File: src/rtl/irq_ctrl.sv
// Purpose : vectored interrupt controller, internal reload timer on line 0 plus external lines, fixed-priority nesting.
// Latency : an edge or timer tick sampled at edge N raises int_req after edge N; an ack at edge N+1 sets in_service.
// Backpr. : none; requests stay pending until acked or cleared through PEND, masking/GIE only hides them.
//
// Ports:
//   clk, reset          clock and synchronous active-high reset
//   irq_in[NUM_IRQ-2:0] external lines, bit i -> line i+1, rising edge latched as pending
//   int_ack, int_ret    control-unit pulses: take current request / return from interrupt
//   reg_we, reg_addr,   8-bit register window (MASK, RLD_LO, RLD_HI, CTRL, PEND, INSVC)
//   reg_wdata, reg_rdata
//   int_req, int_vec    request and jump vector for the winning candidate
//   int_active          at least one line in service
module irq_ctrl #(
    parameter int               NUM_IRQ    = 4,
    parameter int               TIMER_W    = 16,
    parameter int               VEC_W      = 10,
    parameter logic [VEC_W-1:0] VEC_BASE   = 10'h3C0,
    parameter int               VEC_STRIDE = 8
) (
    input  logic               clk,
    input  logic               reset,
    input  logic [NUM_IRQ-2:0] irq_in,
    input  logic               int_ack,
    input  logic               int_ret,
    input  logic               reg_we,
    input  logic [2:0]         reg_addr,
    input  logic [7:0]         reg_wdata,
    output logic [7:0]         reg_rdata,
    output logic               int_req,
    output logic [VEC_W-1:0]   int_vec,
    output logic               int_active
);

    // Index wide enough to hold NUM_IRQ itself, which encodes "no line in service".
    localparam int IDX_W = $clog2(NUM_IRQ + 1);

    // Reload is kept as a 16-bit window image; bits above TIMER_W never get set,
    // so they read back as zero.
    localparam logic [15:0] RLD_MASK = 16'((32'd1 << TIMER_W) - 32'd1);

    localparam logic [2:0] A_MASK   = 3'd0;
    localparam logic [2:0] A_RLD_LO = 3'd1;
    localparam logic [2:0] A_RLD_HI = 3'd2;
    localparam logic [2:0] A_CTRL   = 3'd3;
    localparam logic [2:0] A_PEND   = 3'd4;
    localparam logic [2:0] A_INSVC  = 3'd5;

    // ------------------------------------------------------------------
    // State
    // ------------------------------------------------------------------
    logic [NUM_IRQ-1:0] mask;
    logic [15:0]        rld;
    logic               ten;
    logic               gie;
    logic [NUM_IRQ-1:0] pending;
    logic [NUM_IRQ-1:0] in_service;
    logic [TIMER_W-1:0] counter;
    logic [NUM_IRQ-2:0] irq_prev;

    // ------------------------------------------------------------------
    // Register write decode
    // ------------------------------------------------------------------
    logic wr_mask;
    logic wr_rld_lo;
    logic wr_rld_hi;
    logic wr_ctrl;
    logic wr_pend;

    assign wr_mask   = reg_we && (reg_addr == A_MASK);
    assign wr_rld_lo = reg_we && (reg_addr == A_RLD_LO);
    assign wr_rld_hi = reg_we && (reg_addr == A_RLD_HI);
    assign wr_ctrl   = reg_we && (reg_addr == A_CTRL);
    assign wr_pend   = reg_we && (reg_addr == A_PEND);

    // ------------------------------------------------------------------
    // Timer
    // ------------------------------------------------------------------
    logic ten_rise;
    logic timer_tick;

    // Enabling the timer restarts a full period instead of resuming a stale count.
    assign ten_rise   = wr_ctrl && reg_wdata[0] && !ten;
    assign timer_tick = ten && (counter == '0);

    // ------------------------------------------------------------------
    // Arbitration
    // ------------------------------------------------------------------
    logic               cand_vld;
    logic [IDX_W-1:0]   cand_idx;
    logic [NUM_IRQ-1:0] cand_oh;
    logic [IDX_W-1:0]   lvl_idx;
    logic [NUM_IRQ-1:0] svc_low_oh;
    logic [NUM_IRQ-1:0] eligible;

    assign eligible = pending & mask;

    // Scanning from the top down lets the lowest set bit win the last assignment.
    always_comb begin
        cand_vld = 1'b0;
        cand_idx = '0;
        cand_oh  = '0;
        for (int i = NUM_IRQ - 1; i >= 0; i--) begin
            if (eligible[i]) begin
                cand_vld = 1'b1;
                cand_idx = IDX_W'(i);
                cand_oh  = NUM_IRQ'(1) << i;
            end
        end
    end

    always_comb begin
        lvl_idx    = IDX_W'(NUM_IRQ);
        svc_low_oh = '0;
        for (int i = NUM_IRQ - 1; i >= 0; i--) begin
            if (in_service[i]) begin
                lvl_idx    = IDX_W'(i);
                svc_low_oh = NUM_IRQ'(1) << i;
            end
        end
    end

    // Only a strictly higher priority (lower index) may pre-empt the running level.
    assign int_req = gie && cand_vld && (cand_idx < lvl_idx);

    logic [31:0] vec_sum;
    assign vec_sum = 32'(VEC_BASE) + 32'(cand_idx) * 32'(VEC_STRIDE);
    assign int_vec = cand_vld ? vec_sum[VEC_W-1:0] : '0;

    assign int_active = |in_service;

    // ------------------------------------------------------------------
    // Pending / in-service next-state terms
    // ------------------------------------------------------------------
    logic               ack_take;
    logic [NUM_IRQ-1:0] pend_set;
    logic [NUM_IRQ-1:0] pend_clr;
    logic [NUM_IRQ-1:0] svc_set;
    logic [NUM_IRQ-1:0] svc_clr;

    // An ack without a live request is dropped so it cannot mark a masked line.
    assign ack_take = int_ack && int_req;
    assign pend_set = {irq_in & ~irq_prev, timer_tick};
    assign pend_clr = (ack_take ? cand_oh : '0)
                    | (wr_pend  ? reg_wdata[NUM_IRQ-1:0] : '0);
    assign svc_set  = ack_take ? cand_oh : '0;
    assign svc_clr  = int_ret  ? svc_low_oh : '0;

    // ------------------------------------------------------------------
    // Sequential state
    // ------------------------------------------------------------------

    // Sampled through reset so a line held high across reset release is not an edge.
    always_ff @(posedge clk) begin
        irq_prev <= irq_in;
    end

    always_ff @(posedge clk) begin
        if (reset) begin
            mask       <= '0;
            rld        <= '0;
            ten        <= 1'b0;
            gie        <= 1'b0;
            pending    <= '0;
            in_service <= '0;
            counter    <= '0;
        end else begin
            // Set is applied after clear so a fresh edge survives a same-cycle clear.
            pending    <= (pending & ~pend_clr) | pend_set;
            in_service <= (in_service & ~svc_clr) | svc_set;

            if (ten_rise) begin
                counter <= rld[TIMER_W-1:0];
            end else if (ten) begin
                if (timer_tick) begin
                    counter <= rld[TIMER_W-1:0];
                end else begin
                    counter <= counter - TIMER_W'(1);
                end
            end

            if (wr_mask) begin
                mask <= reg_wdata[NUM_IRQ-1:0];
            end
            if (wr_rld_lo) begin
                rld[7:0] <= reg_wdata;
            end
            if (wr_rld_hi) begin
                rld[15:8] <= reg_wdata & RLD_MASK[15:8];
            end
            if (wr_ctrl) begin
                ten <= reg_wdata[0];
                gie <= reg_wdata[1];
            end
        end
    end

    // ------------------------------------------------------------------
    // Register read
    // ------------------------------------------------------------------
    always_comb begin
        reg_rdata = 8'h00;
        case (reg_addr)
            A_MASK:   reg_rdata = 8'(mask);
            A_RLD_LO: reg_rdata = rld[7:0];
            A_RLD_HI: reg_rdata = rld[15:8];
            A_CTRL:   reg_rdata = {6'b0, gie, ten};
            A_PEND:   reg_rdata = 8'(pending);
            A_INSVC:  reg_rdata = 8'(in_service);
            default:  reg_rdata = 8'h00;
        endcase
    end

endmodule

File: config.mk
export PLATFORM = sky130hd
export DESIGN_NAME = irq_ctrl
export DESIGN_NICKNAME = d
export VERILOG_FILES = /design/src/rtl/irq_ctrl.sv
export SDC_FILE = /design/constraint.sdc
export NUM_CORES = 1
export LEC_CHECK = 0
export CORE_MARGIN = 5
export CORE_UTILIZATION = 49
export CTS_BUF_LIST = sky130_fd_sc_hd__clkbuf_8 sky130_fd_sc_hd__clkbuf_16
export CTS_CLUSTER_DIAMETER = 30
export DETAILED_ROUTE_END_ITERATION = 8
export GPL_TIMING_DRIVEN = 0
export PLACE_DENSITY = 0.76
export SLEW_MARGIN = 20
export SYNTH_ARGS = -nofsm -noshare
export SYNTH_HDL_FRONTEND = slang
export SYNTH_SLANG_ARGS = --single-unit
File: constraint.sdc
create_clock -name clk -period 1.9 [get_ports clk]
set_input_delay 0.38 -clock clk [delete_from_list [all_inputs] [get_ports clk]]
set_output_delay 0.38 -clock clk [all_outputs]
set_load 0.03 [all_outputs]
### Word level (Yosys, flattened, before mapping)

Index checks and enable logic that the tools add are counted.

| storage, ports and cells | value |
|---|---|
| register bits after elaboration | 49 |
| bits in latches | 0 |
| memory bits (writable) | 0 |
| memory bits (read-only) | 0 |
| input bits | 19 |
| output and inout port bits | 20 |
| word-level logic and storage cells | 71 |
| memories kept | 0 |

| cells by class | value |
|---|---|
| add/subtract/negate cells | 2 |
| multipliers | 0 |
| div/mod/pow operators | 0 |
| magnitude comparators | 1 |
| equality and inequality tests | 5 |
| shift-type cells | 0 |
| muxes and demuxes | 28 |
| bitwise logic cells | 10 |
| reductions and logical operators | 16 |

Operators by type and width:

| operator | count |
|---|---|
| 16-bit 2-to-1 mux | 3 |
| 8-bit one-hot mux with 6 select lines | 1 |
| 4-bit 2-to-1 mux | 11 |
| 3-bit 2-to-1 mux | 7 |
| 16-bit zero test | 1 |
| 16-bit by 1-bit subtractor with 16-bit output, second input constant | 1 |
| 4-bit bitwise AND | 3 |
| 4-bit OR | 3 |
| 1-bit logical AND | 11 |
| 10-bit by 6-bit adder with 10-bit output, first input constant | 1 |
| 10-bit 2-to-1 mux | 1 |
| 4-bit inverter | 2 |
| 3-bit by 2-bit equality test with 1-bit output, second input constant | 2 |
| 3-bit equality test, second input constant | 2 |
| 1-bit 2-to-1 mux | 4 |
| 4-bit OR reduction | 1 |
| 3-bit bitwise AND | 1 |
| 3-bit by 1-bit equality test with 1-bit output, second input constant | 1 |
| 3-bit zero test | 1 |
| 3-bit < comparator | 1 |
| 3-bit inverter | 1 |
| 2-bit 2-to-1 mux | 1 |
| 2-bit nonzero test | 1 |
| 1-bit zero test | 1 |

### Logic depth before layout (Yosys ltp)

Gate-level depths: netlist of run 1.

| depth | value |
|---|---|
| depth after elaboration | 13 |
| mapped depth | 10 |
| depth with buffers taken out | 10 |

### Worst setup path before layout of run 1

No wires, ideal clock.

| timing | value |
|---|---|
| kind | register to output |
| start | register pending[2] |
| end | output int_req |
| arrival time | 1.807 ns |
| data required time | 1.520 ns |
| path slack | -0.287 ns |
| cell stages (with the launch flop) | 6 |
| path buffers | 0 |
| cells stage by stage | dfxtp_1 -> nand2_1 -> nand3_1 -> a21boi_0 -> o21ai_0 -> and3_1 |

| on the way | value |
|---|---|
| cells in the longest elaborated chain, start to end | 6 |
| elaborated cells between the ends (all ways) | 10 |
| those cells by class | order compare: 1; mux: 6; bitwise: 1; reduce/logical: 2 |

Ends and longest elaborated chain:

| what | line | RTL |
|---|---|---|
| from (decl) | 55 | `logic [NUM_IRQ-1:0] pending;` |
| from (signal assigned) | 168 | `pending <= (pending & ~pend_clr) \| pend_set;` |
| 4-bit bitwise AND (*) | 95 | `assign eligible = pending & mask;` |
| 3-bit 2-to-1 mux or 1-bit 2-to-1 mux (tied branches) (3 in a row) | 103 | `if (eligible[i]) begin` |
| 3-bit < comparator or 1-bit logical AND (tied branches) | 123 | `assign int_req = gie && cand_vld && (cand_idx < lvl_idx);` |
| 1-bit logical AND (*) | 123 |  |
| to (decl) | 29 | `output logic int_req,` |

Mark *: on every way between the ends. The rest lies on a longest branch, timed or not.

### Final worst setup path of run 1

| timing | value |
|---|---|
| start | register pending[3] |
| end | output int_req |

| on the way | value |
|---|---|
| cells in the longest elaborated chain, start to end | 7 |
| elaborated cells between the ends (all ways) | 12 |
| those cells by class | order compare: 1; mux: 8; bitwise: 1; reduce/logical: 2 |

Ends and longest elaborated chain:

| what | line |
|---|---|
| 4-bit bitwise AND (*) | 95 |
| 2-bit 2-to-1 mux or 1-bit 2-to-1 mux (tied branches) | 103 |
| 3-bit 2-to-1 mux or 1-bit 2-to-1 mux (tied branches) (3 in a row) | 103 |
| 3-bit < comparator or 1-bit logical AND (tied branches) | 123 |
| 1-bit logical AND (*) | 123 |

Marks and branches as above.

==> metrics.md, run 1 <==
| Metric | Value |
|---|---|
| Detailed Route WL | `about 9400 um` |
| Worst min-delay path category | `primary input to flip-flop` |
| H-tree Lvls | `2` |
| Critical Path End Type | `output port` |
| Asr flop ratio synth | `0%` |
| Total CTS buffers | `5` |
| Clk_skew | `8.130 ps` |
| Failing checks | `negative setup slack` |
| Reg clk slew, reported paths | `100 ps` |
| Initial core utilization | `50.19%` |
| GRT Util Overall | `24.42%` |
| Yosys top cell by area | `dfxtp_1` |
| Final core utilization | `70.60%` |
| Die Span X | `85.11 um` |
| Top post-synthesis cells by count | `dfxtp_1 (49), nand2_1 (47), nor2_1 (47), a21oi_1 (34), o21ai_0 (20)` |
| Final min period | `2151 ps` |
| Maximum vdd drop | `roughly 0.55 mV` |
| Routed vias/inst | `6.066` |
| Die Footprint | `just over 7000 um2` |
| Post-Synthesis Cells | `354` |
| CTS sink cnt | `49` |
| Core area | `~5500 um2` |
| Leakage power | `1.598 nW` |
| Initial antenna violation count | `0` |
| CTS tree | `done` |
| Final-stage net count | `around 450` |
| Number of max-cap violations | `0` |
| Share of layout cells above drive strength 1 | `36.68%` |
| Hold buffers post-CTS | `0` |
| Root Driver | `clkbuf_8` |
| Cell row count | `27` |
| Yosys top cell area share | `a little over a third` |
| Final GP Congestion | `0.9125` |
| Multi-input logic area | `a little under 2000 um2` |
| Vias | `slightly above 3000` |
| CP arrival | `1770 ps` |
| Dpl cell area | `3208 um2` |
| Post-synthesis sequential area ratio | `between 30% and 40%` |
| Crit Path Max Fanout | `4` |
| Post-route design area | `3887 um2` |
| Max-Slew Margin vs Limit | `52.76%` |
| Crit path kind | `flip-flop to output port` |
| Skew-Pair Late Insertion Delay | `320 ps` |
| Final slew viol count | `0` |
| DRC violations left | `0` |
| Max Root-Sink Buffers | `2` |
| CP Launch Type | `flip-flop` |
| Sum of negative setup slack | `-1319 ps` |
| Flops & latches, synth | `49` |
| Pre-Repair DR Iteration Count | `5` |
| Synthesized area per cell | `7.808 um2` |
| RSZ-0062 raised after global routing | `true` |
| Die H | `between 80 and 90 um` |
| Antenna viol nets, final | `0` |
| Fillers | `414` |
| Register Area | `between 1000 and 1500 um2` |
| Number of synthesized flops with an enable pin | `0` |
| Setup-failing EPs final | `18` |
| Reg2reg setup slack | `-230 ps` |
| Primary FF master, synth | `dfxtp_1` |
| Routed len/inst | `18.84 um` |
| Synth warn | `0` |
| Area grow syn2layout | `40.65%` |
| Number of global-route vias before repair | `about 2800` |
| Final hold violation count | `0` |
| Fmax | `0.4650 GHz` |
| Slew @ Worst Pin | `703.1 ps` |
| Drt first-iter violations | `239` |
| Most common cell in the netlist | `dfxtp_1` |
| PwrDens | `628.5 nW/um2` |
| Status | `finished, violations left` |
| Critical Path RT | `1520 ps` |
| Final HPWL DP | `5862 um` |
| Crit share post-route | `113.2%` |
| Gr ovfl total | `0` |
| Post-Syn Area | `2764 um2` |
| First-pass GRT wire length | `14130 um` |
| Top post-synthesis cells by area | `dfxtp_1 (35%), mux2i_1 (6.5%), nand2_1 (6.4%), nor2_1 (6.4%), a21oi_1 (6.2%)` |
| Largest net degree at the start of global routing | `17` |
| Port Buf Inserts | `31` |
| I/O Pins | `39` |
| Distinct cells, synth | `54` |
| PnR worst setup slack | `-250.7 ps` |
| Pre-CTS WS | `-1177 ps` |
| N_diodes | `0` |
## metal layers
layer	routed length (um)	GRT usage, %
met2	4522	40.54
met3	703	3.204
met4	336	9.209
met5	0	0
met1	3855	32.19
## power breakdown
| part | internal, mW | switching, mW | leakage [nW] |
|---|---|---|---|
| Combinational | 0.332 | 0.347 | 1.15 |
| Sequential | 1.06 | 0.0455 | 0.405 |
| Clock | 0.262 | 0.398 | 0.0445 |
## worst max-delay path, cell delays in order, from the launching register on
cell and delay [ps]:
dfxtp_2 370, a22oi_2 240, nor2_4 60, ha_4 210, o21a_1 170, o21ai_1 70
and3_1 190, buf_6 140
## cells in the final DEF, fill, tap and decap left out, types with 4 or more instances in the layout
master	count
nor2_1	42
a21oi_2	9
o21ai_2	4
conb_1	4
buf_2	14
clkbuf_8	5
clkdlybuf4s50_1	12
and3_1	5
dfxtp_2	11
o21ai_0	9
o21ai_1	9
nor3_1	5
inv_1	5
clkbuf_1	5
buf_6	10
nand3_1	8
nand2_1	43
dfxtp_1	36
nor2b_1	4
a21oi_1	26
buf_4	36
a22oi_1	4
mux2i_1	18
nand2b_1	4
## registers in the layout, indices dropped and copies added (netlist names)
register	cells
mask	4
irq_prev	3
ten	1
in_service	4
pending	4
counter	16
gie	1
rld	16
## area by class of cell
type	count	area share [%]
inverter	7	0.8046
tap	72	2.317
buffer	25	4.538
timing repair buffer	64	14.13
multi-input combinational	275	50.11
clock buffer	5	1.770
clock inverter	3	0.5472
sequential	49	25.78
## timing repair
action | in CTS | in global routing
buffers inserted | 18 | 13
setup endpoints to repair | 39 | 32
pin swaps | 22 | 23
gates resized for setup | 133 | 65
cloned | 0 | 2
## per-stage QoR
stage          power [mW]  cells  hold slack (ps)
2_1_floorplan       1.439    357            407.7
3_3_place_gp        1.565    460            472.8
3_5_place_dp        1.571    460            481.5
4_1_cts             2.242    485            356.2
5_1_grt             2.533    500            367.5
6_report            2.443    500            354.0
## path summary, 6_finish.rpt
kind | endpoint | depth (start not counted) | start
worst min register to register | pending[2] | 2 | irq_prev[1]
worst min-delay path | counter[13] | 2 | reset
worst max-delay path | int_req | 7 | pending[3]
worst max register to register | pending[3] | 9 | pending[3]
## cell families after synthesis
| kind of cell | synth area share (%) |
|---|---|
| mux | 7.877 |
| other cells | 0.1357 |
| compound gates | 21.10 |
| buf+inv | 6.112 |
| simple gates | 28.38 |
| fa+ha+maj | 0.9052 |
| flops | 35.49 |
No activity file was read; power rests on OpenSTA's default activity.
==> run 2, diff against run 1 <==
--- a/config.mk
+++ b/config.mk
@@ -6,12 +6,11 @@
 export NUM_CORES = 1
 export LEC_CHECK = 0
 export CORE_MARGIN = 5
-export CORE_UTILIZATION = 49
-export CTS_BUF_LIST = sky130_fd_sc_hd__clkbuf_8 sky130_fd_sc_hd__clkbuf_16
+export CORE_UTILIZATION = 45
 export CTS_CLUSTER_DIAMETER = 30
 export DETAILED_ROUTE_END_ITERATION = 8
 export GPL_TIMING_DRIVEN = 0
-export PLACE_DENSITY = 0.76
+export PLACE_DENSITY = 0.7
 export SLEW_MARGIN = 20
 export SYNTH_ARGS = -nofsm -noshare
 export SYNTH_HDL_FRONTEND = slang
==> metrics.md, run 2 (same netlist as run 1, synthesis figures left out) <==
| Metric | Value |
|---|---|
| Final HPWL DP | `5839 um (-0.40%)` |
| Final-stage net count | `444 (-0.89%)` |
| Port Buf Inserts | `31 (unchanged)` |
| Critical Path End Type | `output port` |
| CP most frequent cell | `nand2_4` |
| Max-Slew Margin vs Limit | `40.11% (-13 points)` |
| CTS sink cnt | `49 (unchanged)` |
| Vias | `2905 (-4.2%)` |
| Final Instance Count excl. Fillers | `499 (-0.20%)` |
| Max Root-Sink Buffers | `2 (unchanged)` |
| DRC violations left | `0 (unchanged)` |
| Sum of negative setup slack | `-890.7 ps (+428.7 ps)` |
| Reg2reg setup slack | `-190 ps (+40 ps)` |
| RSZ-0062 raised after global routing | `true` |
| M3 GR Usage | `4.562% (+1.4 points)` |
| PwrDens | `627.3 nW/um2 (-0.19%)` |
| Largest registers | `counter (16), rld (16)` |
| Commonest non-fill, non-tap cell in the layout | `buf_4` |
| Total CTS buffers | `5 (unchanged)` |
| GRT Max-Usage Layer | `met2` |
| Final slew viol count | `0 (unchanged)` |
| Setup-failing EPs final | `10 (-8)` |
| First-pass GRT wire length | `13780 um (-2.5%)` |
| Overall power | `2.366 mW (-3.2%)` |
| Final min period | `2095 ps (-55.73 ps)` |
| Net Sw Power | `0.7531 mW (-4.7%)` |
| CP Launch Type | `flip-flop` |
| Met2 Track Usage GR | `38.55% (-2.0 points)` |
| Leakage power | `1.560 nW (-2.4%)` |
| Number of global-route vias before repair | `2725 (-4.0%)` |
| I/O Pins | `39 (unchanged)` |
| Most frequent cells in the layout | `buf_4 (47), nor2_1 (44), nand2_1 (43)` |
| Failing checks | `negative setup slack` |
| R2R depth | `9 (unchanged)` |
| Share of power burned in the clock network | `28.2% (+1.2 points)` |
| Crit-path cells | `nand2_4 > nand2_4 > nor2_2 > ha_4 > o21a_1 > o21ai_1 > and3_1 > buf_6` |
| Worst path max stage delay | `370 ps (about the same)` |
| Slowest CP cell | `dfxtp_4` |
| Clk_skew | `9.269 ps (+1.139 ps)` |
| Crit path kind | `flip-flop to output port` |
| N_diodes | `0 (unchanged)` |
| Routed vias/inst | `5.822 (-4.0%)` |
| Pre-Repair DR Iteration Count | `4 (-1)` |
| Hold buffers post-CTS | `0 (unchanged)` |
| Slew @ Worst Pin | `891.5 ps (+188.3 ps)` |
| Share of layout cells above drive strength 1 | `32.78% (-3.9 points)` |
| GR Layer Usage met1 | `30.18% (-2.0 points)` |
| Seq pwr share | `46.3% (+1.1 points)` |
| Power Internal | `1.613 mW (-2.5%)` |
| Number of max-cap violations | `0 (unchanged)` |
| Skew-Pair Late Insertion Delay | `320 ps (about the same)` |
| Largest net degree at the start of global routing | `18 (+1)` |
| CP arrival | `1710 ps (-60 ps)` |
| Cell row count | `28 (+3.7%)` |
| Antenna viol nets, final | `0 (unchanged)` |
| Drt first-iter violations | `209 (-13%)` |
| Detailed Route WL | `8626 um (-8.4%)` |
| Die Span X | `88.37 um (+3.8%)` |
| Crit Path Max Fanout | `3 (-1)` |
| WHS | `372.7 ps (+18.76 ps)` |
| Final core utilization | `63.32% (-7.3 points)` |
| Die Footprint | `7809 um2 (+7.8%)` |
| Die H | `88.37 um (+3.8%)` |
| Hold Crit Start | `reset` |
| Min-Delay Endpoint | `counter[9]` |
| Worst min-delay path category | `primary input to flip-flop` |
| PnR worst setup slack | `-195.0 ps (+55.73 ps)` |
| Status | `finished, violations left` |
| Cell total after placement | `463 (+0.65%)` |
| Final GP Congestion | `0.8478 (-7.1%)` |
| GRT Util Overall | `22.88% (-1.5 points)` |
| Hold Path Depth | `2 (unchanged)` |
| Reg clk slew, reported paths | `100 ps (about the same)` |
| CTS tree | `done` |
| R2r endpoint | `pending[3]` |
| Switch share | `31.84% (-0.51 points)` |
| Initial antenna violation count | `0 (unchanged)` |
| Initial core utilization | `46.41% (-3.8 points)` |
| Root Driver | `clkbuf_8` |
| Critical Path RT | `1520 ps (about the same)` |
| Routed len/inst | `17.29 um (-8.2%)` |
| Source of the worst register-to-register timing path | `pending[2]` |
| Gr ovfl total | `0 (unchanged)` |
| Final hold violation count | `0 (unchanged)` |
| Core area | `5956 um2 (+8.2%)` |
| Crit share post-route | `110.3% (-2.9 points)` |
| Gate power share | `25.4% (-2.4 points)` |
| H-tree Lvls | `2 (unchanged)` |
| Area grow syn2layout | `36.44%` |
| Maximum vdd drop | `0.3710 mV (-33%)` |
| Fmax | `0.4773 GHz (+2.7%)` |
==> run 2: critical path, delay by kind of cell, from the launching register on <==
family,cells,cell delay [ps]
AOI/OAI and AO/OA,2,250
buffers and inverters,1,130
adders and majority gates,1,210
DFF,1,370
and+or+nand+nor,4,440
==> run 2: area by class of cell <==
class / count / area (um2)
plain buffers: 25 / 168.9
multi-input cells: 275 / 1879
fillers: 535 / 2185
clock inverters: 3 / 25.02
flip-flops and latches: 49 / 1006
clock buffers: 5 / 68.82
well taps: 75 / 93.84
repair buffers: 60 / 500.5
inverters: 7 / 28.78
==> run 2: how the worst max path moves through the flow <==
| stage | startpoint | end | slack, ps | cells past startpoint |
|---|---|---|---|---|
| 2_1_floorplan | mask[2] | pending[3] | -110 | 9 |
| 3_3_place_gp | reg_addr[1] | reg_rdata[3] | -1210 | 6 |
| 3_5_place_dp | reg_addr[1] | reg_rdata[3] | -1220 | 6 |
| 4_1_cts | mask[0] | int_req | -180 | 8 |
| 5_1_grt | pending[2] | int_req | -310 | 8 |
| 6_report | mask[0] | int_req | -190 | 8 |
==> run 2: power groups by stage <==
stage | Clock [mW] | Sequential, mW | Combinational, mW
after floorplan | 0 | 1.11 | 0.330
after global placement | 0 | 1.12 | 0.445
after detailed placement | 0 | 1.12 | 0.452
after CTS | 0.682 | 1.09 | 0.500
after global routing | 0.713 | 1.10 | 0.647
final | 0.668 | 1.10 | 0.602
==> run 2: layer usage <==
layer,wire length (um),part of all wire [%]
met5,0,0
met4,158,1.8
met3,564,6.5
met2,4109,48
met1,3794,44
==> run 2: timing repair <==
item                                    4_1_cts  5_1_grt
endpoints found under the setup margin       40       38
gates resized for setup                     137       48
buffers inserted                             19       10
pin swaps                                    18       13
gates cloned                                  0        0
==> run 2: through the flow <==
stage / worst slack, ps / area [um2]
CTS: -184.7 / 3578
global route: -305.6 / 3771
floorplan: -112.5 / 2808
finish: -195.0 / 3771
detailed placement: -1223 / 3212
global placement: -1213 / 3212
==> run 3, diff against run 2 <==
--- a/config.mk
+++ b/config.mk
@@ -5,6 +5,7 @@
 export SDC_FILE = /design/constraint.sdc
 export NUM_CORES = 1
 export LEC_CHECK = 0
+export CAP_MARGIN = 20
 export CORE_MARGIN = 5
 export CORE_UTILIZATION = 45
 export CTS_CLUSTER_DIAMETER = 30
==> constraint.sdc (replaced) <==
create_clock -name clk -period 1.9 [get_ports clk]
set_input_delay 0.38 -clock clk [delete_from_list [all_inputs] [get_ports clk]]
set_output_delay 0.38 -clock clk [all_outputs]
set_load 0.005 [all_outputs]
==> metrics.md, run 3 (same netlist as run 1, synthesis figures left out) <==
| Metric | Value |
|---|---|
| Initial antenna violation count | `0 (unchanged)` |
| Initial core utilization | `46.41% (unchanged)` |
| Setup-failing EPs final | `11 (+1)` |
| Hold buffers post-CTS | `0 (unchanged)` |
| Dpl cell area | `3196 um2 (-0.51%)` |
| CTS tree | `done` |
| Seq pwr share | `47.0% (+0.7 points)` |
| Max Root-Sink Buffers | `2 (unchanged)` |
| First-pass GRT wire length | `13880 um (+0.75%)` |
| Drt first-iter violations | `386 (+85%)` |
| Cell row count | `28 (unchanged)` |
| Status | `finished, violations left` |
| Die Span X | `88.37 um (unchanged)` |
| Power Internal | `1.605 mW (-0.44%)` |
| Reg clk slew, reported paths | `100 ps (about the same)` |
| Critical Path End Type | `flip-flop` |
| Maximum vdd drop | `0.3887 mV (+4.8%)` |
| I/O Pins | `39 (unchanged)` |
| Post-route design area | `3881 um2 (+2.9%)` |
| Final min period | `2093 ps (-1.763 ps)` |
| RSZ-0062 raised after global routing | `true` |
| Final Instance Count excl. Fillers | `506 (+1.4%)` |
| Commonest non-fill, non-tap cell in the layout | `nand2_1` |
| Detailed Route WL | `9067 um (+5.1%)` |
| Cell total after placement | `463 (unchanged)` |
| Routed vias/inst | `5.804 (-0.30%)` |
| Failing checks | `negative setup slack` |
| Clk_skew | `8.448 ps (-0.8211 ps)` |
| Final slew viol count | `0 (unchanged)` |
| Critical Path RT | `2100 ps (+580 ps)` |
| Net Sw Power | `0.7307 mW (-3.0%)` |
| Fmax | `0.4777 GHz (about the same)` |
| Share of layout cells above drive strength 1 | `33.87% (+1.1 points)` |
| DRC violations left | `0 (unchanged)` |
| Crit share post-route | `110.2% (about the same)` |
| PnR worst setup slack | `-193.2 ps (+1.763 ps)` |
| Max-Slew Margin vs Limit | `51.12% (+11 points)` |
| Antenna viol nets, final | `0 (unchanged)` |
| R2R depth | `9 (unchanged)` |
| Share of power burned in the clock network | `27.7% (-0.5 points)` |
| Final core utilization | `65.17% (+1.8 points)` |
| Core area | `5956 um2 (unchanged)` |
| Number of global-route vias before repair | `2745 (+0.73%)` |
| Port Buf Inserts | `31 (unchanged)` |
| Die Footprint | `7809 um2 (unchanged)` |
| H-tree Lvls | `2 (unchanged)` |
| CTS sink cnt | `49 (unchanged)` |
| Routed len/inst | `17.92 um (+3.7%)` |
| Area grow syn2layout | `40.43%` |
| Gate power share | `25.3% (about the same)` |
| Largest registers | `counter (16), rld (16)` |
| N_diodes | `0 (unchanged)` |
| Hold Path Depth | `2 (unchanged)` |
| Slew @ Worst Pin | `733.2 ps (-158.3 ps)` |
| Gr ovfl total | `0 (unchanged)` |
| Pre-CTS WS | `-1011 ps (+212.2 ps)` |
| Leakage power | `1.620 nW (+3.9%)` |
| Number of max-cap violations | `0 (unchanged)` |
| PwrDens | `601.9 nW/um2 (-4.1%)` |
| GRT Util Overall | `23.13% (+0.25 points)` |
| Switch share | `31.28% (-0.56 points)` |
| Largest net degree at the start of global routing | `17 (-1)` |
| Skew-Pair Late Insertion Delay | `320 ps (about the same)` |
| Vias | `2937 (+1.1%)` |
| Most frequent cells in the layout | `nand2_1 (44), nor2_1 (42), buf_4 (38)` |
| Final-stage net count | `451 (+1.6%)` |
| Pre-Repair DR Iteration Count | `5 (+1)` |
| Total CTS buffers | `5 (unchanged)` |
| Crit path kind | `flip-flop to flip-flop` |
| CP arrival | `2300 ps (+590 ps)` |
| Final HPWL DP | `5753 um (-1.5%)` |
| Worst min-delay path category | `primary input to flip-flop` |
| Root Driver | `clkbuf_8` |
| Final hold violation count | `0 (unchanged)` |
| Crit Path Max Fanout | `4 (+1)` |
| Die H | `88.37 um (unchanged)` |
| Final GP Congestion | `0.9073 (+7.0%)` |
| CP Launch Type | `flip-flop` |
-- run 3: cell count changes in the layout (fill, tap and decap cells not counted), moves of 3 or more --
cell / before / now
clkbuf_2: 2 / 5
buf_6: 6 / 9
dfxtp_1: 37 / 33
dfxtp_2: 8 / 11
o21ai_1: 5 / 8
buf_4: 47 / 38
dlygate4sd2_1: 1 / 6
-- run 3: per-layer routing --
metal	global-route usage, %	up-vias	part of all wire (%)
met3	3.166	24	7.8
met1	30.18	1368	42
met5	0	-	0
met4	7.967	0	2.2
li1	-	1403	-
met2	39.23	142	48
-- run 3: area by class of cell --
type,instances,area [um2]
tap,75,93.84
multi-input combinational,275,1913
timing repair buffer,67,555.5
sequential,49,1013
fill,488,2074
inverter,7,28.78
clock inverter,3,21.27
clock buffer,5,68.82
buffer,25,186.4
-- run 3: power groups by stage --
stage	Clock [mW]	Sequential [mW]	Combinational, mW
after floorplan	0	1.11	0.307
after global placement	0	1.12	0.423
after detailed placement	0	1.12	0.429
after CTS	0.657	1.09	0.487
after global routing	0.707	1.10	0.632
final	0.647	1.10	0.592
-- run 3: worst paths after layout --
kind	end	start	slack (ps)
setup / recovery	pending[3]	mask[2]	-190
hold / removal	counter[9]	reset	350
setup reg to reg	pending[3]	mask[2]	-190
hold reg to reg	pending[1]	irq_prev[0]	490
-- run 3: critical path: stages, from the launching register on --
cell,delay [ps]
dfxtp_2,350
a22oi_2,240
nor2_2,70
ha_4,170
nor2_4,80
o21ai_2,60
or2_0,200
o22a_2,210
or3_4,390
a41o_1,220
-- run 3: metrics by stage --
| step | hold WS, ps | TNS (ps) | power (mW) |
|---|---|---|---|
| CTS | 345.9 | -381.8 | 2.237 |
| floorplan | 407.7 | -112.2 | 1.416 |
| global placement | 464.1 | -18940 | 1.540 |
| finish | 351.0 | -1060 | 2.336 |
| global route | 340.7 | -2280 | 2.442 |
| detailed placement | 479.2 | -19120 | 1.547 |
-- run 3: what timing repair did --
| item | in CTS | in global routing |
|---|---|---|
| pin swaps | 20 | 21 |
| endpoints found under the setup margin | 39 | 34 |
| resized for setup | 97 | 55 |
| setup buffers | 24 | 11 |
| cloned | 1 | 1 |
